**src/rtl/lfsr_seq_ctrl.sv**
```systemverilog
`default_nettype none
// ============================================================================
// Module   : lfsr_seq_ctrl
// Purpose  : Command-driven sequencer for an n-bit LFSR. It issues seed loads
//            and step enables, runs bounded or free-running step bursts, and
//            streams each new LFSR value over a valid/ready output.
// Revision : 1.0  initial release
// ============================================================================
module lfsr_seq_ctrl #(
    parameter int N  = 32,
    parameter int CW = 16
) (
    input  logic          clock,
    input  logic          reset,
    input  logic          cmd_valid,
    output logic          cmd_ready,
    input  logic [1:0]    cmd_op,
    input  logic [N-1:0]  cmd_data,
    output logic          lfsr_load,
    output logic [N-1:0]  lfsr_seed,
    output logic          lfsr_en,
    input  logic [N-1:0]  lfsr_q,
    output logic          out_valid,
    input  logic          out_ready,
    output logic [N-1:0]  out_data,
    output logic          busy,
    output logic          done,
    output logic [CW-1:0] steps_done,
    output logic          lockup
);

    localparam logic [1:0] c_OP_STOP   = 2'b00;
    localparam logic [1:0] c_OP_LOAD   = 2'b01;
    localparam logic [1:0] c_OP_STEP_N = 2'b10;
    localparam logic [1:0] c_OP_RUN    = 2'b11;

    typedef enum logic [1:0] {
        ST_IDLE = 2'd0,
        ST_LOAD = 2'd1,
        ST_STEP = 2'd2,
        ST_RUN  = 2'd3
    } state_t;

    state_t        r_state;
    logic [CW-1:0] r_remaining;
    logic          w_cmd_fire;
    logic          w_idle_ready;
    logic          w_burst_ready;

    // A LOAD waits in IDLE until any pending sample drains, so the consumer
    // never sees a sample belonging to the previous seed change underneath it.
    assign w_idle_ready  = (r_state == ST_IDLE) && ((cmd_op != c_OP_LOAD) || !out_valid);
    assign w_burst_ready = ((r_state == ST_STEP) || (r_state == ST_RUN)) && (cmd_op == c_OP_STOP);
    assign cmd_ready     = reset && (w_idle_ready || w_burst_ready);
    assign w_cmd_fire    = cmd_valid && cmd_ready;

    assign lfsr_en  = ((r_state == ST_RUN) || ((r_state == ST_STEP) && (r_remaining != '0)))
                      && (!out_valid || out_ready);
    assign out_data = lfsr_q;
    assign busy     = (r_state != ST_IDLE);

    always_ff @(posedge clock or negedge reset) begin
        if (!reset) begin
            r_state     <= ST_IDLE;
            r_remaining <= '0;
            lfsr_load   <= 1'b0;
            lfsr_seed   <= '0;
            out_valid   <= 1'b0;
            done        <= 1'b0;
            steps_done  <= '0;
            lockup      <= 1'b0;
        end else begin
            done      <= 1'b0;
            lfsr_load <= 1'b0;

            if (lfsr_en) begin
                out_valid <= 1'b1;
                if (steps_done != '1) begin
                    steps_done <= steps_done + 1'b1;
                end
                if (lfsr_q == '0) begin
                    lockup <= 1'b1;
                end
                if (r_state == ST_STEP) begin
                    r_remaining <= r_remaining - 1'b1;
                end
            end else if (out_valid && out_ready) begin
                out_valid <= 1'b0;
            end

            case (r_state)
                ST_IDLE: begin
                    if (w_cmd_fire) begin
                        case (cmd_op)
                            c_OP_LOAD: begin
                                r_state   <= ST_LOAD;
                                lfsr_load <= 1'b1;
                                lfsr_seed <= cmd_data;
                                lockup    <= 1'b0;
                            end
                            c_OP_STEP_N: begin
                                r_remaining <= cmd_data[CW-1:0];
                                steps_done  <= '0;
                                if (cmd_data[CW-1:0] != '0) begin
                                    r_state <= ST_STEP;
                                end else begin
                                    done <= 1'b1;
                                end
                            end
                            c_OP_RUN: begin
                                steps_done <= '0;
                                r_state    <= ST_RUN;
                            end
                            default: begin
                            end
                        endcase
                    end
                end
                ST_LOAD: begin
                    r_state <= ST_IDLE;
                end
                ST_STEP: begin
                    // A STOP on the final step still issues it but suppresses done.
                    if (w_cmd_fire) begin
                        r_state <= ST_IDLE;
                    end else if (lfsr_en && (r_remaining == CW'(1))) begin
                        r_state <= ST_IDLE;
                        done    <= 1'b1;
                    end
                end
                ST_RUN: begin
                    if (w_cmd_fire) begin
                        r_state <= ST_IDLE;
                    end
                end
                default: begin
                    r_state <= ST_IDLE;
                end
            endcase
        end
    end

endmodule
`default_nettype wire

```
**config.mk**
```make
export PLATFORM = sky130hd
export DESIGN_NAME = lfsr_seq_ctrl
export DESIGN_NICKNAME = d
export VERILOG_FILES = /design/src/rtl/lfsr_seq_ctrl.sv
export SDC_FILE = /design/constraint.sdc
export NUM_CORES = 1
export LEC_CHECK = 0
export BUFFER_PORTS_ARGS = -buffer_cell sky130_fd_sc_hd__clkbuf_2
export CAP_MARGIN = 40
export CORE_MARGIN = 4
export CORE_UTILIZATION = 44
export CTS_BUF_LIST = sky130_fd_sc_hd__clkbuf_16
export DETAILED_ROUTE_END_ITERATION = 8
export GPL_ROUTABILITY_DRIVEN = 0
export GPL_TIMING_DRIVEN = 0
export PLACE_DENSITY_LB_ADDON = 0.12
export SYNTH_ARGS = -nofsm -noshare
export SYNTH_HDL_FRONTEND = slang
export SYNTH_SLANG_ARGS = --single-unit
```
**constraint.sdc**
```tcl
create_clock -name clock -period 2 [get_ports clock]
set_input_delay 0.1 -clock clock [delete_from_list [all_inputs] [get_ports clock]]
set_output_delay 0.1 -clock clock [all_outputs]
set_load 0.05 [all_outputs]
```
==> results.ini, run 1 <==
[outcome]
status=complete, but fails checks
violations=negative setup slack

[synth]
synth_cells=358
synth_top_cell_area_share=0.472
synth_area_per_cell_um2=10.4
ys_ff_latch=70
synth_edf_count=0
synthFlopType=dfrtp_1
ys_seq_area_frac=0.472
synthTopCellsByArea=dfrtp_1 (47%), buf_4 (6.5%), mux2_2 (5.2%)
synth_top_area_cell=dfrtp_1
synthesis.area_um2=3710
async_flop_share=1.00
yosys.cell_types.count=47
synth_warnings=0
syn-num-nets=432

[die]
die_w_um=99.9
core_um2=8220
die_h_um=99.9
dieArea_um2=9970
num_rows=33
start_util=0.452
ios=157

[critical_path]
worst_setup_path_end_kind=flip-flop
cp.arrival_ns=2.31
cp.required_ns=2.22
path_max_fanout=6
startpoint_type=flip-flop
setup.worst_path.class=reg -> reg

[timing]
min_period_ns=2.09
hold_slack_ns=0.00893
rsz0062_at_grt=true
setup-violations-final=11
worst_pin_slew_ns=0.475
drv_slew=0
layout_setup_ws_ns=-0.0864
period_share=1.04
skew_ns=0.00752
finalHoldViolCount=0
relSlewSlack=0.683
max_freq_mhz=479

[finish]
fin_nets=637
final_cell_mix=clkbuf_2 (154), dfrtp_1 (57), buf_4 (51)
antennaDiodeCount=0
syn_to_final_growth_pct=51.4
stdcell_area_um2=5620
final_layout_size_suffix_gt1_frac=0.532
final_common_cell=clkbuf_2

[grt]
grt_overflow=0
grt_pass1_vias=3662
grt_pass1_wl_mm=17.6
grt_max_degree=47
antenna_found_initial=0
grt_usage=0.221

[clock_network]
clockBufferDepth=2
clkSinkCount=70
cts_root_buf=clkbuf_16
htreeDepth=3
cts_tree=built
cts_inserted_buffers=9
cts.clk_slew.worst_paths_ns=0.06
clk_latency_ns=0.33

[drt]
wl_per_cell_um=16.2
vias=3554
drt_iter0_drc=97
viasPerCell=5.28
first_pass_iters=4
ant_nets=0
drc=0
wirelength_mm=10.9

[placed_design]
io_buffers=154
place_area_um2=4720
hpwl_mm=7.80

[job]
maxCapViolCount=0

[min_path]
hp-class=in -> reg

[pwr]
max-vdd-ir-drop_mv=1.09
power.density_nw_per_um2=1390
p_leak_nw=2.58

[layer usage]
layer | wire length, um | part of all wire | global-route usage | up-vias
li1 | - | - | - | 1719
met1 | 4160 | 0.38 | 0.249 | 1700
met2 | 5800 | 0.53 | 0.401 | 116
met3 | 715 | 0.066 | 0.0452 | 19
met4 | 227 | 0.021 | 0.0966 | 0
met5 | 0 | 0 | 0 | -
[power by group]
| group | leakage [nW] | total (mW) | internal [mW] | switching (mW) |
|---|---|---|---|---|
| sequential | 0.865 | 2.53 | 1.97 | 0.561 |
| combinational | 1.59 | 3.84 | 1.26 | 2.58 |
| clock | 0.128 | 1.42 | 0.827 | 0.594 |
[metrics by stage]
step                worst slack [ns]  instances  TNS (ns)  power [mW]   util
finish                       -0.0864        673    -0.563        7.79  0.684
CTS                           -0.101        666    -0.531        7.66  0.663
global route                  -0.143        673     -1.85        8.21  0.684
detailed placement            -0.367        618     -9.00        5.86  0.574
floorplan                    -0.0214        358   -0.0576        4.98      -
global placement               -1.45        617    -68.97        5.78  0.571
[kinds of logic (layout without fill, tap and decap cells)]
kind of cell             count (synthesis)  after routing  synth area share
XOR/XNOR                                13             13            0.0307
multiplexers                            34             34             0.102
buffers and inverters                   50            260            0.0846
flip-flops                              70             70             0.472
AND/OR/NAND/NOR                        137            137             0.210
AO/OA/AOI/OAI                           50             50            0.0870
adder cells (fa/ha/maj)                  4              4            0.0135
[flip-flops by register name, indices dropped and copies added, names as in the netlist]
| name | cells |
|---|---|
| lockup | 1 |
| r_remaining | 16 |
| r_state | 2 |
| out_valid | 1 |
| lfsr_load | 1 |
| lfsr_seed | 32 |
| done | 1 |
| steps_done | 16 |
[layout make-up]
cell class / count / area, um^2
Fill cell: 666 / 2600
Tap cell: 105 / 131
Timing Repair Buffer: 195 / 1180
Sequential cell: 70 / 1770
Clock buffer: 9 / 225
Clock inverter: 7 / 41.3
Inverter: 7 / 26.3
Multi-Input combinational cell: 238 / 1940
Buffer: 42 / 305
[critical path: stages (launching register included)]
cell and delay, ns:
dfrtp_1 0.40, inv_2 0.09, ha_4 0.17, nor4b_4 0.14, and4_4 0.22, or3_4 0.41
buf_6 0.16, o31a_1 0.23, o21a_1 0.16
[cells in the mapped netlist (5+ instances only)]
cell type	instances
or4_1	7
clkbuf_1	6
o31ai_1	8
nand4_1	13
nor4_1	23
o211ai_1	5
xor2_1	7
o21ai_1	9
xnor2_1	6
dfrtp_1	70
nor3_1	5
inv_1	7
o21ai_0	7
nor4b_1	5
a21oi_1	8
or3_1	5
nand2_1	31
nor2_1	14
mux2_1	15
buf_2	5
buf_4	32
nand3_1	14
mux2_2	17
[final timing paths]
check                                from              end  slack (ns)  cells past startpoint
setup reg to reg           r_remaining[1]   steps_done[11]       -0.09                      8
hold reg to reg              lfsr_seed[2]     lfsr_seed[2]        0.49                      1
hold / removal                cmd_data[6]   r_remaining[6]       0.009                      3
max in group asynchronous           reset  r_remaining[11]        1.38                      3
min in group asynchronous           reset    steps_done[5]        0.35                      3
setup / recovery           r_remaining[1]   steps_done[11]       -0.09                      8
[repair_timing]
action                                 in CTS  in global routing
gates resized for setup                    33                 26
gates cloned                                2                  0
endpoints found under the hold margin      40                  0
setup endpoints to repair                  57                 44
hold buffers                               18                  0
pin swaps                                  20                 14
buffers inserted                           13                  7
(Power assumes the default switching activity.)
==> run 2: changes to the inputs <==
Settings changed: CAP_MARGIN 40 to default, CORE_ASPECT_RATIO from default to 0.7, CTS_CLUSTER_DIAMETER from default to 80.
==> run 2 against run 1 <==
The flow still finishes with violations (negative setup slack). Flip-flop and latch count is the same. Maximum frequency shrank 0.68%. Clock skew shrank 0.0015 ns. Combinational power is essentially flat. Highest routed layer unchanged.
==> results.ini, run 2 (same netlist as run 1, synthesis figures left out) <==
[drt]
first_pass_iters=4
drc=0
drt_iter0_drc=174
wl_per_cell_um=16.9
wirelength_mm=11.4
ant_nets=0
viasPerCell=5.35
vias=3597

[pwr]
power.density_nw_per_um2=1430
p_leak_nw=2.62
max-vdd-ir-drop_mv=1.18

[clock_network]
clockBufferDepth=2
clk_latency_ns=0.33
cts_tree=built
cts.clk_slew.worst_paths_ns=0.06
clkSinkCount=70
cts_root_buf=clkbuf_16
htreeDepth=3
cts_inserted_buffers=9

[timing]
layout_setup_ws_ns=-0.101
relSlewSlack=0.585
rsz0062_at_grt=true
skew_ns=0.00598
setup-violations-final=14
drv_slew=0
worst_pin_slew_ns=0.620
finalHoldViolCount=0
max_freq_mhz=476
period_share=1.05
min_period_ns=2.10

[finish]
top_regs=lfsr_seed: 32 flops, r_remaining: 16 flops, steps_done: 16 flops
seq_area_um2=1770
largest_reg_flops=32
final_layout_size_suffix_gt1_frac=0.520
multi_input_area_um2=1890
syn_to_final_growth_pct=51.6
final_cell_mix=clkbuf_2 (153), dfrtp_1 (59), buf_4 (53)
fin_cells=672
fillers=628
stdcell_area_um2=5630
max_flop_register=lfsr_seed
fin_nets=640
final_common_cell=clkbuf_2
antennaDiodeCount=0

[critical_path]
path_max_fanout=6
worst_setup_path_end_kind=flip-flop
path_buf_inv=1
crit_path_cell_trace=inv_2 > ha_4 > nor4b_4 > and4_4 > or3_4 > or4_4 > a21oi_2
cp.arrival_ns=2.35
critPathMaxStageDelay_ns=0.52
setup.worst_path.class=reg -> reg
cp.required_ns=2.25
crit_family=simple AND/OR/NAND/NOR gates
startpoint_type=flip-flop
slowest_stage=or4_4

[outcome]
violations=negative setup slack
status=complete, but fails checks

[die]
die_w_um=118
dieArea_um2=9990
die_h_um=84.9
start_util=0.462
core_um2=8040
num_rows=27
ios=157

[grt]
grt_usage=0.231
grt_max_degree=43
grt_pass1_wl_mm=18.6
grt_overflow=0
antenna_found_initial=0
grt_pass1_vias=3548

[min_path]
hp-class=in -> reg

[job]
maxCapViolCount=0

[placed_design]
hpwl_mm=8.21
dp_cells=614
io_buffers=154
place_area_um2=4710

## run 2: final cells by class
class,count,share of cell area
inverter,7,0.00467
buffer,42,0.0549
clock inverter,7,0.0160
timing repair buffer,198,0.212
multi-input combinational,238,0.336
sequential,70,0.314
tap,101,0.0224
clock buffer,9,0.0400
## run 2: routing by layer
layer / vias up / global-route usage / routed length (um)
met5: - / 0 / 0
met4: 0 / 0.0553 / 89
met3: 9 / 0.0766 / 809
met2: 125 / 0.373 / 5320
met1: 1722 / 0.303 / 5160
li1: 1741 / - / -
## run 2: per-stage QoR
stage          total power [mW]  TNS (ns)  hold slack [ns]  setup slack [ns]  utilization
2_1_floorplan              4.98   -0.0576           -0.196           -0.0214            -
3_3_place_gp               5.78    -72.74            0.316             -1.48        0.583
3_5_place_dp               5.85     -9.01           0.0978            -0.383        0.585
4_1_cts                    7.91    -0.234          0.00305            -0.107        0.679
5_1_grt                    8.49     -3.65          0.00789            -0.176        0.700
6_report                   8.03    -0.484          0.00238            -0.101        0.700
## run 2: worst paths after layout
kind | start | end | slack (ns) | cells after the start
worst max-delay path | r_remaining[1] | steps_done[10] | -0.10 | 7
worst min-delay path | cmd_data[23] | lfsr_seed[23] | 0.002 | 2
worst max register to register | r_remaining[1] | steps_done[10] | -0.10 | 7
worst min register to register | lfsr_seed[27] | lfsr_seed[27] | 0.49 | 1
max in group asynchronous | reset | lockup | 1.40 | 3
min in group asynchronous | reset | lfsr_seed[0] | 0.35 | 3
## run 2: what timing repair did
item,in CTS,in global routing
buffers inserted,11,12
hold endpoints to repair,45,0
gates resized for setup,28,22
cloned,2,0
endpoints found under the setup margin,57,60
hold buffers,19,0
pin swaps,17,11
## run 2: power breakdown
part           internal [mW]  total, mW  switching (mW)
clock                   1.08       1.68           0.596
combinational           1.26       3.85            2.59
sequential              1.97       2.50           0.537
